File: src/rtl/inst_fetch_pkg.sv
// rtl/inst_fetch_pkg.sv - shared constants and FSM encoding for the fetch stage
package inst_fetch_pkg;

    // Default widths shared with the execute stage
    localparam int DATA_W_DEF = 8;
    localparam int ADDR_W_DEF = 2;

    typedef enum logic [1:0] {
        IDLE  = 2'd0,
        FETCH = 2'd1,
        ISSUE = 2'd2
    } fetch_state_t;

endpackage

File: src/rtl/step_debounce.sv
// rtl/step_debounce.sv - synchronise, debounce and rising-edge detect the step button
module step_debounce #(
    parameter int DEBOUNCE_CYCLES = 16
) (
    input  logic clk,
    input  logic reset,
    input  logic raw_in,
    output logic pulse_out
);

    localparam int CNT_W = (DEBOUNCE_CYCLES > 2) ? $clog2(DEBOUNCE_CYCLES) : 1;
    localparam logic [CNT_W-1:0] CNT_LAST = CNT_W'(DEBOUNCE_CYCLES - 1);

    logic             sync_1;
    logic             step_sync;
    logic [CNT_W-1:0] count;
    logic             stable_level;
    logic             stable_prev;

    // Two-flop synchroniser for the asynchronous button input
    always_ff @(posedge clk or posedge reset) begin
        if (reset) begin
            sync_1    <= 1'b0;
            step_sync <= 1'b0;
        end else begin
            sync_1    <= raw_in;
            step_sync <= sync_1;
        end
    end

    // Accept a level change only after it has held for DEBOUNCE_CYCLES cycles
    always_ff @(posedge clk or posedge reset) begin
        if (reset) begin
            count        <= '0;
            stable_level <= 1'b0;
        end else if (step_sync == stable_level) begin
            count <= '0;
        end else if (count == CNT_LAST) begin
            stable_level <= ~stable_level;
            count        <= '0;
        end else begin
            count <= count + 1'b1;
        end
    end

    // Registered one-cycle pulse on a debounced press (release is ignored)
    always_ff @(posedge clk or posedge reset) begin
        if (reset) begin
            stable_prev <= 1'b0;
            pulse_out   <= 1'b0;
        end else begin
            stable_prev <= stable_level;
            pulse_out   <= stable_level & ~stable_prev;
        end
    end

endmodule

File: src/rtl/inst_fetch.sv
// rtl/inst_fetch.sv - one instruction fetch per debounced step press
module inst_fetch
    import inst_fetch_pkg::*;
#(
    parameter int DATA_W          = DATA_W_DEF,
    parameter int ADDR_W          = ADDR_W_DEF,
    parameter int DEBOUNCE_CYCLES = 16,
    parameter int RESET_PC        = 0
) (
    input  logic              clk,
    input  logic              reset,
    input  logic              step_raw,
    input  logic              halt,
    input  logic              load_en,
    input  logic [ADDR_W-1:0] load_addr,
    input  logic [DATA_W-1:0] load_data,
    output logic [ADDR_W-1:0] address,
    output logic [DATA_W-1:0] instruction,
    output logic              inst_valid
);

    localparam int DEPTH = 2 ** ADDR_W;
    localparam logic [ADDR_W-1:0] PC_INIT = ADDR_W'(RESET_PC);

    fetch_state_t      state;
    fetch_state_t      next_state;
    logic              step_pulse;
    logic              do_fetch;
    logic [ADDR_W-1:0] pc;
    logic [DATA_W-1:0] read_data;
    logic [DATA_W-1:0] mem [DEPTH];

    step_debounce #(
        .DEBOUNCE_CYCLES(DEBOUNCE_CYCLES)
    ) u_step_debounce (
        .clk      (clk),
        .reset    (reset),
        .raw_in   (step_raw),
        .pulse_out(step_pulse)
    );

    // State register
    always_ff @(posedge clk or posedge reset) begin
        if (reset) begin
            state <= IDLE;
        end else begin
            state <= next_state;
        end
    end

    // Next state; presses arriving outside IDLE or while halted are dropped
    always_comb begin
        next_state = state;
        do_fetch   = 1'b0;
        inst_valid = 1'b0;
        case (state)
            IDLE: begin
                if (step_pulse && !halt) begin
                    next_state = FETCH;
                end
            end
            FETCH: begin
                do_fetch   = 1'b1;
                next_state = ISSUE;
            end
            ISSUE: begin
                inst_valid = 1'b1;
                next_state = IDLE;
            end
            default: begin
                next_state = IDLE;
            end
        endcase
    end

    // Write-first read so a same-cycle load to the fetched address is seen
    always_comb begin
        read_data = mem[pc];
        if (load_en && (load_addr == pc)) begin
            read_data = load_data;
        end
    end

    // Program memory writes, allowed in any state
    always_ff @(posedge clk or posedge reset) begin
        if (reset) begin
            for (int i = 0; i < DEPTH; i++) begin
                mem[i] <= '0;
            end
        end else if (load_en) begin
            mem[load_addr] <= load_data;
        end
    end

    // Fetch datapath: capture instruction and address, advance pc with wrap
    always_ff @(posedge clk or posedge reset) begin
        if (reset) begin
            pc          <= PC_INIT;
            address     <= PC_INIT;
            instruction <= '0;
        end else if (do_fetch) begin
            instruction <= read_data;
            address     <= pc;
            pc          <= pc + 1'b1;
        end
    end

endmodule

File: config.mk
export PLATFORM = sky130hd
export DESIGN_NAME = inst_fetch
export DESIGN_NICKNAME = d
export VERILOG_FILES = /design/src/rtl/inst_fetch_pkg.sv /design/src/rtl/step_debounce.sv /design/src/rtl/inst_fetch.sv
export SDC_FILE = /design/constraint.sdc
export NUM_CORES = 1
export LEC_CHECK = 0
export BUFFER_PORTS_ARGS = -buffer_cell sky130_fd_sc_hd__buf_2
export CORE_ASPECT_RATIO = 0.7
export CORE_MARGIN = 3
export CORE_UTILIZATION = 50
export DETAILED_ROUTE_END_ITERATION = 16
export GPL_TIMING_DRIVEN = 0
export PLACE_DENSITY = 0.78
export SLEW_MARGIN = 30
export SYNTH_ARGS = -nofsm -noshare
export SYNTH_HDL_FRONTEND = slang
export SYNTH_SLANG_ARGS = --single-unit
File: constraint.sdc
create_clock -name clk -period 1.3 [get_ports clk]
set_input_delay 0.065 -clock clk [delete_from_list [all_inputs] [get_ports clk]]
set_output_delay 0.065 -clock clk [all_outputs]
set_load 0.01 [all_outputs]
==> impl_metrics.yaml, run 1 <==
cells_and_area:
  fill_cells: 338
  multi_input_area_mm2: 0.00106
  design_area_mm2: 0.00291
  nets: 224
  regArea_mm2: 0.00138
  num_antenna_cells: 0
  drive_above_1_share_pct: 47.8
  synthToLayoutAreaGrowth_pct: 17.7
run_status:
  violations: "setup timing"
  run_status: "complete, but fails checks"
detailed_routing:
  num_vias: 1563
  vias_per_cell: 5.73
  wl_per_cell_um: 18.8
  drc: 0
  first_pass_iters: 4
  wirelength_um: 5150
  antenna_left: 0
  drt_iter0_drc: 71
worst_setup_path:
  crit_slowest_cell: "mux4_2"
  crit_fanout: 7
  end_kind: "flip-flop"
  crit_path_start_kind: "flip-flop"
  cpPeakStageDelay_ps: 540
  critical_path.cell_chain: "buf_12 -> mux4_2 -> o31ai_4 -> a31oi_1"
  crit_type: "flip-flop to flip-flop"
  worst_ep_required_time_ps: 1470
  worst-path-buf-inv: 1
  path_delay_family: "multiplexers"
  cp.arrival_ps: 1600
clock_network:
  h-tree-depth: 2
  clock_path_buffers: 2
  clock_latency_ps: 300
  cts_sinks: 55
  cts_tree: "built"
  clk_pin_slew_worst_paths_ps: 90
  cts-root-buf: "clkbuf_8"
  cts_buffers: 5
global_routing:
  grt_overflow: 0
  grt_first_pass_wirelength_um: 8630
  antenna_found_initial: 0
  grt_pass1_vias: 1754
  grt_usage_pct: 19.2
  grt_max_degree: 29
power:
  p_leak_nw: 1.20
  ir_worst_vdd_v: 0.000654
  power_density_mw_per_mm2: 1160
logic_synthesis:
  async_flop_share_pct: 100
  syn-num-nets: 183
  yosysMostFrequentCell: "dfrtp_1"
  synth.area.top_cells: "dfrtp_1 (56%), mux2_2 (15%), mux4_1 (4.3%)"
  ys_ff_latch: 55
  avgSynthCellArea_um2: 14.8
  synth_edf_count: 0
  yosysSeqAreaShare_pct: 55.7
  synth_ff_type: "dfrtp_1"
  synth_cells: 167
  synth_cell_types: 29
  yosys-top-cells-count: "dfrtp_1 (55), mux2_2 (34), nor2_1 (9)"
  yosysWarnings: 0
  synth_top_cell_area_share_pct: 55.7
  synth_area_mm2: 0.00247
  synth_top_area_cell: "dfrtp_1"
sta:
  finalSetupViolCount: 8
  hold-worst-slack_ps: 62.0
  setup_slack_ps: -125
  hold_viol_final: 0
  slew_viol_final: 0
  min_period_ps: 1420
  worst-slew-pin-transition_ps: 607
  setup_tns_ps: -569
  rsz0062_at_grt: "true"
  fin_crit_sh_pct: 110
  skew_ps: 6.09
  max_freq_mhz: 702
  maxSlewHeadroom_pct: 59.5
placed_design:
  dpl_cell_area_mm2: 0.00269
  routabilityCongestion: 0.819
  dp_hpwl_um: 3480
  portBuffers: 23
die:
  coreArea_mm2: 0.00455
  start_util_pct: 54.3
  io_pins: 26
  dieArea_mm2: 0.00584
  fp.dieW_um: 90.0
  rows: 20
  fp.dieH_um: 64.8
run:
  drv_cap: 0
hold_path:
  hold_path_class: "input pin to flip-flop"
## cell families (layout without fill, tap and decap cells)
| logic type | after synthesis | after routing | synth area share [%] |
|---|---|---|---|
| fa+ha+maj | 1 | 1 | 0.506 |
| mux | 42 | 42 | 23.4 |
| buf+inv | 11 | 51 | 2.48 |
| flops | 55 | 55 | 55.7 |
| xor+xnor | 8 | 8 | 4.96 |
| simple gates | 30 | 30 | 7.74 |
| compound gates | 20 | 20 | 5.26 |
## routing by layer
layer / track usage [%] / up-vias / part of all wire [%]
met4: 4.77 / 0 / 0.56
met1: 25.3 / 815 / 43
met2: 32.7 / 43 / 50
met3: 4.41 / 4 / 5.9
met5: 0 / - / 0
li1: - / 701 / -
## state kept, by name, summed over array words and instances, names as in the netlist
signal and cells:
u_step_debounce.stable_prev 1, pc 2, u_step_debounce.pulse_out 1, u_step_debounce.sync_1 1, u_step_debounce.step_sync 1, instruction 8
state 2, mem 32, u_step_debounce.stable_level 1, u_step_debounce.count 4, address 2
## final timing paths
check                      cells past startpoint  slack, ps                        end              startpoint
setup / recovery                               4       -120             instruction[4]                   pc[0]
hold reg to reg                                0        360  u_step_debounce.step_sync  u_step_debounce.sync_1
min in group asynchronous                      3        380                    mem[19]                   reset
max in group asynchronous                      4        390                      pc[1]                   reset
setup reg to reg                               4       -120             instruction[4]                   pc[0]
hold / removal                                 2         60                    mem[23]            load_data[7]
## what timing repair did
| item | CTS | global route |
|---|---|---|
| gates resized for setup | 12 | 10 |
| buffers inserted | 7 | 0 |
| endpoints found under the setup margin | 8 | 10 |
| pin swaps | 5 | 5 |
| hold endpoints to repair | 29 | 0 |
| hold buffers | 3 | 0 |
## layout by cell type, fill, tap and decap left out, drive strengths merged
master       count
inv              3
o31ai            8
buf             37
nand3            2
ha               1
o21ai            2
nand2            1
dfrtp           55
mux2            34
nand4            8
a21oi            2
xor2             3
mux4             8
nand4b           1
dlygate4sd3      3
nor3             1
nor2b            4
nor3b            1
nand3b           2
clkinvlp         1
a31oi            8
nor2             9
nor4b            1
xnor2            5
clkbuf           7
## through the flow
stage               setup WS [ps]  total power, mW  util (%)  instances
floorplan                   -59.1             2.38         -        167
global placement             -195             2.47      58.7        256
detailed placement           -222             2.53      59.1        257
CTS                          -134             3.40      63.4        273
global route                 -151             3.55      63.9        273
finish                       -125             3.38      63.9        273
## final cells by class
type                       count  area share (%)
buffer                         7            2.32
inverter                       4           0.645
sequential                    55            47.4
tap                           66            2.84
timing repair buffer          34            7.87
clock buffer                   6            2.49
multi-input combinational    101            36.5
## power by group
group          switching (mW)  total [mW]  internal, mW
combinational           0.221       0.516         0.294
sequential              0.104        2.01          1.91
clock                   0.492       0.853         0.361
## worst reg2reg max path: stages (launching register included)
cell	delay (ps)
dfrtp_2	420
buf_12	160
mux4_2	540
o31ai_4	80
a31oi_1	110
No activity file was read; power rests on OpenSTA's default activity.
==> run 2: changes to the inputs <==
Settings changed: BUFFER_PORTS_ARGS -buffer_cell sky130_fd_sc_hd__buf_2 to not set, DONT_BUFFER_PORTS set to 1, PLACE_DENSITY 0.78 to 0.68.
Clock period 1.3 ns to 1.2 ns, I/O delays scaled along.
==> impl_metrics.yaml, run 2 (synthesized netlist as in run 1, its figures left out) <==
hold_path:
  hp-start: "load_en"
  hold_path_class: "input pin to flip-flop"
sta:
  max_freq_mhz: 701
  maxSlewHeadroom_pct: 64.1
  worst-slew-pin-transition_ps: 538
  setup_tns_ps: -1400
  hold_viol_final: 0
  fin_crit_sh_pct: 119
  setup_slack_ps: -226
  min_period_ps: 1430
  finalSetupViolCount: 8
  slew_viol_final: 0
  rsz0062_at_grt: "true"
  skew_ps: 5.71
cells_and_area:
  num_antenna_cells: 0
  fill_cells: 349
  drive_above_1_share_pct: 40.5
  regMostFlops: "mem"
  nets: 210
  mostFrequentLayoutCell: "dfrtp_1"
  design_area_mm2: 0.00292
  synthToLayoutAreaGrowth_pct: 18.2
  final_cell_mix: "dfrtp_1 (54), mux2_2 (34), dlygate4sd3_1 (11)"
  top_regs: "mem: 32 flops, instruction: 8 flops, u_step_debounce.count: 4 flops"
  largest_register_ffs: 32
detailed_routing:
  drc: 0
  met1_length_um: 2250
  wirelength_um: 4990
  wl_per_cell_um: 19.1
  first_pass_iters: 4
  drt_iter0_drc: 82
  vias_per_cell: 5.69
  num_vias: 1485
  dr_wl_met3_um: 252
  antenna_left: 0
  highest_layer: "met4"
  dr_wl_met2_um: 2420
power:
  p_seq_share_pct: 54.8
  power_density_mw_per_mm2: 1360
  clockPowerShare_pct: 31.6
  pwr-share-comb_pct: 13.5
  p_leak_nw: 1.19
  finalPower_mw: 3.98
  switchingPower_uw: 917
  ir_worst_vdd_v: 0.000741
  intPower_mw: 3.06
  switching_share_pct: 23.0
clock_network:
  h-tree-depth: 2
  clock_latency_ps: 300
  clock_path_buffers: 2
  clk_pin_slew_worst_paths_ps: 90
  cts_tree: "built"
  cts_buffers: 5
  cts-root-buf: "clkbuf_8"
  cts_sinks: 55
worst_setup_path:
  crit_type: "flip-flop to flip-flop"
  reg2reg_slack_ps: -230
  critical_path.cell_chain: "buf_12 -> mux4_2 -> o31ai_1 -> a31oi_1"
  crit_path_start_kind: "flip-flop"
  path_delay_family: "multiplexers"
  end_kind: "flip-flop"
  worst-path-buf-inv: 1
  critPathLaunch: "pc[1]"
  crit_fanout: 6
  worst_ep_required_time_ps: 1380
  cp.arrival_ps: 1610
  worst-path-stages: 4
  r2r_end: "instruction[0]"
  r2r_cells: 4
  cpPeakStageDelay_ps: 500
  timing.rr.start: "pc[1]"
  crit_slowest_cell: "mux4_2"
  crit_path_end: "instruction[0]"
run_status:
  run_status: "complete, but fails checks"
  violations: "setup timing"
global_routing:
  antenna_found_initial: 0
  grt_first_pass_wirelength_um: 8180
  grt_pass1_vias: 1606
  grt_usage_pct: 18.0
  grt_max_degree: 33
  grt_overflow: 0
die:
  fp.dieH_um: 64.8
  dieArea_mm2: 0.00584
  io_pins: 26
  fp.dieW_um: 90.0
  rows: 20
  start_util_pct: 54.3
  coreArea_mm2: 0.00455
placed_design:
  routabilityCongestion: 0.736
  dpl_cell_area_mm2: 0.00258
  dp_hpwl_um: 3280
  dp_slack_ps: -319
  portBuffers: 0
run:
  drv_cap: 0
run 2: final cells by class:
cell class / instances / area (um^2) / area share (%)
Clock buffer: 6 / 82.6 / 2.83
Multi-Input combinational cell: 101 / 1060 / 36.1
Tap cell: 66 / 82.6 / 2.83
Sequential cell: 55 / 1380 / 47.2
Buffer: 7 / 71.3 / 2.44
Inverter: 4 / 18.8 / 0.642
Timing Repair Buffer: 20 / 198 / 6.77
Clock inverter: 2 / 35.0 / 1.20
run 2: repair_timing:
| item | in CTS | in global routing |
|---|---|---|
| gates cloned | 0 | 0 |
| hold buffers | 11 | 0 |
| buffers inserted | 8 | 0 |
| hold endpoints to repair | 65 | 0 |
| pin swaps | 2 | 2 |
| endpoints found under the setup margin | 11 | 12 |
| gates resized for setup | 8 | 12 |
run 2: how the worst min path moves through the flow:
stage,endpoint,slack (ps),cells after the start
final,instruction[7],170,3
after global placement,u_step_debounce.sync_1,90,0
after global routing,instruction[4],180,3
after floorplan,u_step_debounce.sync_1,90,0
after CTS,instruction[7],150,3
after detailed placement,u_step_debounce.sync_1,-1,1
run 2: metrics by stage:
step           hold WS [ps]  std cells  utilization, %
2_1_floorplan          91.4        167               -
3_3_place_gp           91.5        233            56.2
3_5_place_dp          -1.18        234            56.6
4_1_cts                 153        261            63.9
5_1_grt                 176        261            64.1
6_report                166        261            64.1
run 2: worst reg2reg max path, delay by kind of cell, from the launching register on:
kind	cells	cell delay [ps]
mux	1	510
compound gates	2	200
flops	1	420
buf+inv	1	170
run 2: routing by layer:
metal  global-route usage, %  vias to the layer above
met3                    4.18                        7
met2                    29.9                       45
li1                        -                      681
met5                       0                        -
met4                    5.34                        0
met1                    23.8                      752
run 2: power by group through the flow:
stage          combinational [mW]  sequential [mW]  clock (mW)
6_report                    0.538             2.18        1.26
5_1_grt                     0.589             2.20        1.36
4_1_cts                     0.540             2.17        1.29
3_5_place_dp                0.481             2.21           0
3_3_place_gp                0.452             2.19           0
2_1_floorplan               0.404             2.17           0
==> run 3: changes to the inputs <==
Settings changed: CORE_UTILIZATION 50 to 25, CTS_CLUSTER_DIAMETER set to 30, PLACE_DENSITY 0.68 to not set.
==> impl_metrics.yaml, run 3 (synthesized netlist as in run 1, its figures left out) <==
hold_path:
  hp-start: "load_en"
  holdPathEnd: "instruction[3]"
  hold_path_class: "input pin to flip-flop"
  whs_path_depth: 3
worst_setup_path:
  critical_path.cell_chain: "buf_12 -> mux4_2 -> o31ai_2 -> a31oi_1"
  timing.rr.start: "pc[0]"
  r2r_cells: 4
  cp.arrival_ps: 1590
  cpPeakStageDelay_ps: 520
  crit_fanout: 7
  crit_type: "flip-flop to flip-flop"
  crit_path_start_kind: "flip-flop"
  end_kind: "flip-flop"
  critPathLaunch: "pc[0]"
  reg2reg_slack_ps: -210
  worst_ep_required_time_ps: 1370
  crit_slowest_cell: "mux4_2"
  r2r_end: "instruction[4]"
sta:
  rsz0062_at_grt: "true"
  setup_slack_ps: -212
  slew_viol_final: 0
  maxSlewHeadroom_pct: 65.4
  max_freq_mhz: 708
  fin_crit_sh_pct: 118
  setup_tns_ps: -1480
  hold-worst-slack_ps: 159
  finalSetupViolCount: 8
  hold_viol_final: 0
  min_period_ps: 1410
  worst-slew-pin-transition_ps: 518
  skew_ps: 10.1
cells_and_area:
  nets: 213
  final_cell_mix: "dfrtp_1 (55), mux2_2 (34), dlygate4sd3_1 (11)"
  largest_register_ffs: 32
  synthToLayoutAreaGrowth_pct: 25.1
  top_regs: "mem: 32 flops, instruction: 8 flops, u_step_debounce.count: 4 flops"
  mostFrequentLayoutCell: "dfrtp_1"
  drive_above_1_share_pct: 40.4
  num_antenna_cells: 0
  regMostFlops: "mem"
run_status:
  run_status: "complete, but fails checks"
  violations: "setup timing"
detailed_routing:
  vias_per_cell: 4.65
  wl_per_cell_um: 17.4
  antenna_left: 0
  drt_iter0_drc: 109
  first_pass_iters: 4
  wirelength_um: 5600
  drc: 0
  num_vias: 1497
run:
  drv_cap: 0
die:
  rows: 29
  fp.dieW_um: 125
  coreArea_mm2: 0.00933
  fp.dieH_um: 89.2
  dieArea_mm2: 0.0111
  start_util_pct: 26.5
  io_pins: 26
placed_design:
  routabilityCongestion: 0.709
  portBuffers: 0
  dp_hpwl_um: 3740
clock_network:
  clk_pin_slew_worst_paths_ps: 80
  clock_latency_ps: 300
  h-tree-depth: 2
  cts_sinks: 55
  cts_buffers: 5
  clock_path_buffers: 2
  cts-root-buf: "clkbuf_16"
  cts_tree: "built"
global_routing:
  grt_usage_pct: 10.7
  grt_max_degree: 25
  grt_pass1_vias: 1552
  antenna_found_initial: 0
  grt_first_pass_wirelength_um: 8970
  grt_overflow: 0
power:
  ir_worst_vdd_v: 0.000769
  p_leak_nw: 1.24
  power_density_mw_per_mm2: 1440
[run 3: changes by cell type in the layout (fill, tap and decap cells not counted), moves of 2 or more]
cell,delta
buf_6,-2
clkbuf_16,+5
clkbuf_8,-6
buf_16,+2
buf_4,+4
[run 3: per-layer routing]
layer  up-vias  part of all wire, %  global-route usage, %  wire length [um]
met1       763                   48                   14.3              2700
met5         -                    0                      0                 0
met2        36                   44                   16.5              2460
li1        693                    -                      -                 -
met3         5                  7.3                   4.36               407
met4         0                 0.75                   2.36                42
[run 3: where the power goes]
part | leakage, nW | total (mW) | internal (mW) | switching, mW
registers | 0.651 | 2.18 | 2.07 | 0.110
logic | 0.505 | 0.571 | 0.336 | 0.235
clock network | 0.0804 | 1.70 | 0.993 | 0.703
total | 1.24 | 4.45 | 3.40 | 1.05
[run 3: worst max-delay path by stage]
stage	end	slack, ps	depth (start not counted)
after detailed placement	instruction[1]	-310	4
after floorplan	instruction[3]	-160	4
after global placement	instruction[0]	-290	4
after CTS	instruction[4]	-210	4
after global routing	instruction[4]	-250	4
final	instruction[4]	-210	4
[run 3: worst max-delay path, delay by kind of cell, from the launching register on]
| family | cells | cell delay (ps) |
|---|---|---|
| compound gates | 2 | 170 |
| buf+inv | 1 | 170 |
| mux | 1 | 520 |
| flops | 1 | 420 |
[run 3: area by class of cell]
| cell class | instances | area [um^2] |
|---|---|---|
| plain buffers | 7 | 67.6 |
| clock buffers | 5 | 125 |
| clock inverters | 3 | 46.3 |
| fillers | 904 | 6230 |
| inverters | 4 | 18.8 |
| multi-input cells | 101 | 1060 |
| flip-flops and latches | 55 | 1380 |
| well taps | 124 | 155 |
| repair buffers | 23 | 244 |
[run 3: repair_timing]
action	CTS	global route
hold endpoints to repair	73	0
buffers inserted	8	2
pin swaps	4	1
hold buffers	11	0
endpoints found under the setup margin	11	12
gates resized for setup	12	3
[run 3: stage by stage]
step / utilization [%] / power (mW) / cell area [um^2] / std cells / worst slack (ps)
6_report: 33.2 / 4.45 / 3090 / 322 / -212
4_1_cts: 33.0 / 4.47 / 3070 / 320 / -214
3_5_place_dp: 28.8 / 2.71 / 2690 / 293 / -310
2_1_floorplan: - / 2.58 / 2480 / 167 / -159
5_1_grt: 33.2 / 4.63 / 3090 / 322 / -251
3_3_place_gp: 28.2 / 2.66 / 2630 / 291 / -293
